[config.mk]
export PLATFORM = sky130hd
export DESIGN_NAME = line_clear_engine_flat
export DESIGN_NICKNAME = d
export VERILOG_FILES = /design/src/rtl/line_clear_engine_if.sv /design/src/rtl/line_clear_engine.sv /design/src/flat_wrapper.sv
export SDC_FILE = /design/constraint.sdc
export NUM_CORES = 1
export LEC_CHECK = 0
export ABC_AREA = 1
export BUFFER_PORTS_ARGS = -buffer_cell sky130_fd_sc_hd__buf_2
export CAP_MARGIN = 25
export CORE_MARGIN = 5
export CORE_UTILIZATION = 55
export DETAILED_ROUTE_END_ITERATION = 16
export PLACE_DENSITY = 0.8
export SLEW_MARGIN = 10
export SYNTH_ARGS = -nofsm -noshare
export SYNTH_HDL_FRONTEND = slang
export SYNTH_SLANG_ARGS = --single-unit
[constraint.sdc]
create_clock -name clk -period 11 [get_ports clk]
set_input_delay 1.1 -clock clk [delete_from_list [all_inputs] [get_ports clk]]
set_output_delay 1.1 -clock clk [all_outputs]
set_load 0.02 [all_outputs]
[src/rtl/line_clear_engine_if.sv]
// Request/result bundle for the line clear engine: board snapshot in,
// compacted board and cleared-row count out.
interface line_clear_engine_if #(
    parameter int BOARD_W = 6,
    parameter int BOARD_H = 20,
    parameter int CNT_W   = 5
);
    logic                       start;
    logic [BOARD_W*BOARD_H-1:0] board_in;
    logic                       busy;
    logic                       done;
    logic [BOARD_W*BOARD_H-1:0] board_out;
    logic [CNT_W-1:0]           lines_cleared;

    modport master (
        output start, board_in,
        input  busy, done, board_out, lines_cleared
    );

    modport slave (
        input  start, board_in,
        output busy, done, board_out, lines_cleared
    );
endinterface

[src/rtl/line_clear_engine.sv]
// Multi-cycle row compaction: drops every full row of a board snapshot,
// shifts the rows above down and zero-fills the vacated top rows.
module line_clear_engine #(
    parameter int BOARD_W = 6,
    parameter int BOARD_H = 20,
    parameter int CNT_W   = 5
) (
    input logic clk,
    input logic rst,
    line_clear_engine_if.slave bus
);
    localparam int PTR_W = $clog2(BOARD_H);
    localparam int N     = BOARD_W * BOARD_H;
    localparam logic [PTR_W-1:0] PTR_TOP = PTR_W'(BOARD_H - 1);
    localparam logic [CNT_W-1:0] CNT_MAX = CNT_W'(BOARD_H);

    typedef enum logic [1:0] {IDLE, SCAN, FILL, DONE} state_t;

    state_t           state, state_nx;
    logic [N-1:0]     wk;
    logic [PTR_W-1:0] rd, wr;
    logic [CNT_W-1:0] cnt;
    logic             row_full;

    assign row_full = &wk[rd*BOARD_W +: BOARD_W];

    always_ff @(posedge clk or posedge rst) begin
        if (rst) state <= IDLE;
        else     state <= state_nx;
    end

    always_comb begin
        state_nx = state;
        case (state)
            IDLE: if (bus.start) state_nx = SCAN;
            // The last scanned row may itself be full, so include it in the FILL decision
            SCAN: if (rd == '0) state_nx = (cnt != '0 || row_full) ? FILL : DONE;
            FILL: if (wr == '0) state_nx = DONE;
            DONE: state_nx = IDLE;
            default: state_nx = IDLE;
        endcase
    end

    always_ff @(posedge clk or posedge rst) begin
        if (rst) begin
            wk                <= '0;
            rd                <= '0;
            wr                <= '0;
            cnt               <= '0;
            bus.busy          <= 1'b0;
            bus.done          <= 1'b0;
            bus.board_out     <= '0;
            bus.lines_cleared <= '0;
        end else begin
            bus.done <= 1'b0;
            case (state)
                IDLE: if (bus.start) begin
                    wk       <= bus.board_in;
                    rd       <= PTR_TOP;
                    wr       <= PTR_TOP;
                    cnt      <= '0;
                    bus.busy <= 1'b1;
                end
                SCAN: begin
                    // wr never drops below rd, so the copy cannot clobber an unread row
                    if (row_full) begin
                        if (cnt != CNT_MAX) cnt <= cnt + 1'b1;
                    end else begin
                        wk[wr*BOARD_W +: BOARD_W] <= wk[rd*BOARD_W +: BOARD_W];
                        if (wr != '0) wr <= wr - 1'b1;
                    end
                    if (rd != '0) rd <= rd - 1'b1;
                end
                FILL: begin
                    wk[wr*BOARD_W +: BOARD_W] <= '0;
                    if (wr != '0) wr <= wr - 1'b1;
                end
                DONE: begin
                    bus.board_out     <= wk;
                    bus.lines_cleared <= cnt;
                    bus.done          <= 1'b1;
                    bus.busy          <= 1'b0;
                end
                default: ;
            endcase
        end
    end
endmodule

[src/flat_wrapper.sv]
// flat-port wrapper written by rule: the top's interface ports become plain ports
module line_clear_engine_flat 
#(
    parameter int BOARD_W = 6,
    parameter int BOARD_H = 20,
    parameter int CNT_W   = 5
)
  (clk, rst, bus_start, bus_board_in, bus_busy, bus_done, bus_board_out, bus_lines_cleared);
  line_clear_engine_if #(.BOARD_W(BOARD_W), .BOARD_H(BOARD_H), .CNT_W(CNT_W)) bus_i ();
  input logic clk;
  input logic rst;
  input wire logic [$bits(bus_i.start)-1:0] bus_start;
  input wire logic [$bits(bus_i.board_in)-1:0] bus_board_in;
  output wire logic [$bits(bus_i.busy)-1:0] bus_busy;
  output wire logic [$bits(bus_i.done)-1:0] bus_done;
  output wire logic [$bits(bus_i.board_out)-1:0] bus_board_out;
  output wire logic [$bits(bus_i.lines_cleared)-1:0] bus_lines_cleared;
  assign bus_i.start = bus_start;
  assign bus_i.board_in = bus_board_in;
  assign bus_busy = bus_i.busy;
  assign bus_done = bus_i.done;
  assign bus_board_out = bus_i.board_out;
  assign bus_lines_cleared = bus_i.lines_cleared;
  line_clear_engine #(.BOARD_W(BOARD_W), .BOARD_H(BOARD_H), .CNT_W(CNT_W)) u_core (.clk(clk), .rst(rst), .bus(bus_i));
endmodule
==> impl_metrics.yaml <==
run_status:
  outcome: "completed"
floorplan:
  core_area_um2: 29400
  io-pin-count: 250
  start_util_pct: 55.4
  fp.dieArea_um2: 33100
  dieHeight_um: 182
  die_w_um: 182
  rows: 63
synth:
  synth_seq_cells: 264
  syn_nets: 2556
  synthMuxAreaShare_pct: 0
  synth-edff-count: 0
  synthAdderAreaFrac_pct: 1.74
  synth_top_family_by_area: "simple AND/OR/NAND/NOR gates"
  async_reset_ff_share_pct: 100
  yosysWarnings: 0
  synth.avg_cell_area_um2: 6.75
  synthesis.area_um2: 16300
  synth_seq_area_share_pct: 40.6
  synth_cell_types: 43
  synth-simple-area-share_pct: 35.7
  synth-xor-area-share_pct: 0.161
  synth_ff_type: "dfrtp_1"
  synth_compound_area_share_pct: 13.9
  netlist_instances: 2411
clock_tree:
  postCtsHoldBufs: 0
  h-tree-depth: 1
  clock-sinks: 264
  cts_buffer_depth: 3
  cts_tree: "yes"
  cts.clk_slew.worst_paths_ns: 0.06
  clk_latency_ns: 0.55
  cts-root-buf: "clkbuf_16"
  ctsResizeCount: 0
  postCtsSetupRepairBufs: 0
  numCtsBuffers: 29
global_routing:
  grtUsageTotal_pct: 37.6
  grt_pass1_wl_um: 98000
  grt_max_degree: 127
  antenna_found_initial: 1
  globalRouteOverflowTotal: 0
  grt_pass1_vias: 17100
drt:
  drc: 0
  ant_nets: 0
  via_per_inst: 5.97
  drt-initial-drc-count: 2573
  drt_pre_antenna_iters: 6
  finalWirelength_um: 64400
  wl_per_cell_um: 21.6
  vias: 17800
cells_and_area:
  final_nets: 2716
  layoutNonFillerInstCount: 2983
  syn_to_final_growth_pct: 13.9
  drive_above_1_share_pct: 14.8
  final_cell_mix: "839 x nand2_1, 331 x nor2_1, 263 x dfrtp_1, 249 x buf_2, 192 x nand3_1"
  final_common_cell: "nand2_1"
placement:
  pre_cts_slack_ns: 6.51
  post-dp-hpwl_um: 46200
  dp_cells: 2926
  io_buffers: 249
  gp_congestion: 1.01
worst_setup_path:
  ff2ff_setup_slack_ns: 6.22
  arrival_ns: 5.24
  worst-path-max-fanout: 34
  crit_required_ns: 11.47
  critPathCaptureType: "flop"
  crit_type: "flop to flop"
  start_kind: "flop"
hold_path:
  min_path_type: "flop to flop"
timing:
  fmax_mhz: 209
  timing.final.max_slew_violations: 0
  slew_headroom_pct: 35.4
  rsz0062_at_grt: "false"
  final-hold-violation-count: 0
  finalCritPeriodShare_pct: 43.4
  finalWorstSetupSlack_ns: 6.22
  tns_ns: 0
  tightest_slew_ns: 0.969
  fin_skew_ns: 0.0122
  setup_viol_count_final: 0
  period_needed_ns: 4.78
job:
  max_cap_viol_count: 0
-- final cells by class --
type | instances | area (µm²)
Multi-Input combinational cell | 1856 | 8400
Inverter | 143 | 549
Timing Repair Buffer | 277 | 1490
Antenna cell | 1 | 2.50
Tap cell | 390 | 488
Clock buffer | 39 | 813
Fill cell | 2717 | 10900
Sequential cell | 264 | 6610
Clock inverter | 13 | 183
-- cell usage after synthesis (2+ instances only) --
cell | count | area [µm²]
ha_1 | 21 | 263
inv_2 | 13 | 48.8
nand3_2 | 3 | 30.0
a41oi_1 | 2 | 17.5
inv_1 | 127 | 477
o21ai_1 | 46 | 230
dfrtp_1 | 264 | 6610
clkbuf_1 | 73 | 274
nor3b_1 | 2 | 15.0
nor3_1 | 8 | 40.0
nor4_1 | 2 | 12.5
a31oi_1 | 59 | 369
nand2_2 | 10 | 62.6
nand2_1 | 839 | 3150
o22ai_2 | 11 | 138
nor2_1 | 332 | 1250
nand3_1 | 192 | 961
a21oi_1 | 81 | 405
nand4_1 | 30 | 188
buf_1 | 13 | 48.8
a22oi_1 | 2 | 15.0
a21oi_2 | 2 | 17.5
clkinv_1 | 2 | 7.51
o211ai_1 | 8 | 60.1
o21ai_0 | 171 | 856
buf_6 | 16 | 180
nor2_2 | 6 | 37.5
a21o_1 | 13 | 97.6
nor2_4 | 2 | 22.5
xor2_1 | 2 | 17.5
o22ai_1 | 3 | 18.8
buf_2 | 38 | 190
buf_4 | 8 | 60.1
-- metal layers --
| metal | wire, µm | share of wire, % | GRT usage, % |
|---|---|---|---|
| met1 | 25200 | 39 | 51.7 |
| met2 | 28900 | 45 | 59.0 |
| met3 | 7470 | 12 | 7.61 |
| met4 | 2820 | 4.4 | 14.2 |
| met5 | 0 | 0 | 0 |
-- logic make-up (layout without fill, tap and decap cells) --
group,after synthesis,after routing
AO/OA/AOI/OAI,402,402
other,0,1
adder cells (fa/ha/maj),22,22
buffers and inverters,291,472
AND/OR/NAND/NOR,1429,1429
XOR/XNOR,3,3
flip-flops,264,264
-- final timing paths --
check,startpoint,end,cells after the start
setup / recovery,u_core.wr[2],u_core.wk[108],18
hold / removal,u_core.bus.board_out[95],u_core.bus.board_out[95],2
setup reg to reg,u_core.wr[2],u_core.wk[108],18
hold reg to reg,u_core.bus.board_out[95],u_core.bus.board_out[95],2
max in group asynchronous,rst,u_core.wk[60],3
min in group asynchronous,rst,u_core.bus.board_out[87],2
-- worst max-delay path, stage by stage, from the launching register on --
cell	delay [ns]
dfrtp_1	0.77
inv_1	0.37
ha_1	0.45
a21oi_1	0.22
nand2_1	0.10
nand2_1	0.08
nand2_1	0.10
nor2_1	0.17
inv_1	0.06
nand2_1	0.05
buf_4	0.29
inv_2	0.37
nor2_2	0.76
nand3_1	0.25
nor2_1	0.19
nand3_1	0.10
nand2_1	0.14
inv_1	0.05
o21ai_1	0.12
-- through the flow --
| step | utilization [%] | hold slack [ns] | area [µm²] |
|---|---|---|---|
| 2_1_floorplan | - | 0.449 | 16300 |
| 3_3_place_gp | 59.4 | 0.449 | 17500 |
| 3_5_place_dp | 59.4 | 0.453 | 17500 |
| 4_1_cts | 62.8 | 0.468 | 18500 |
| 5_1_grt | 63.0 | 0.484 | 18500 |
| 6_report | 63.0 | 0.464 | 18500 |
-- state kept, by name (all words and copies together), names as in the netlist --
signal and flops:
u_core.bus.board_out 120, u_core.wk 120, u_core.bus.lines_cleared 5, u_core.cnt 5, u_core.rd 5, u_core.wr 5, u_core.state 2, u_core.bus.busy 1
u_core.bus.done 1
Power is not shown: default switching activity piles up to over one toggle a cycle in this logic, so the estimate is an artifact.
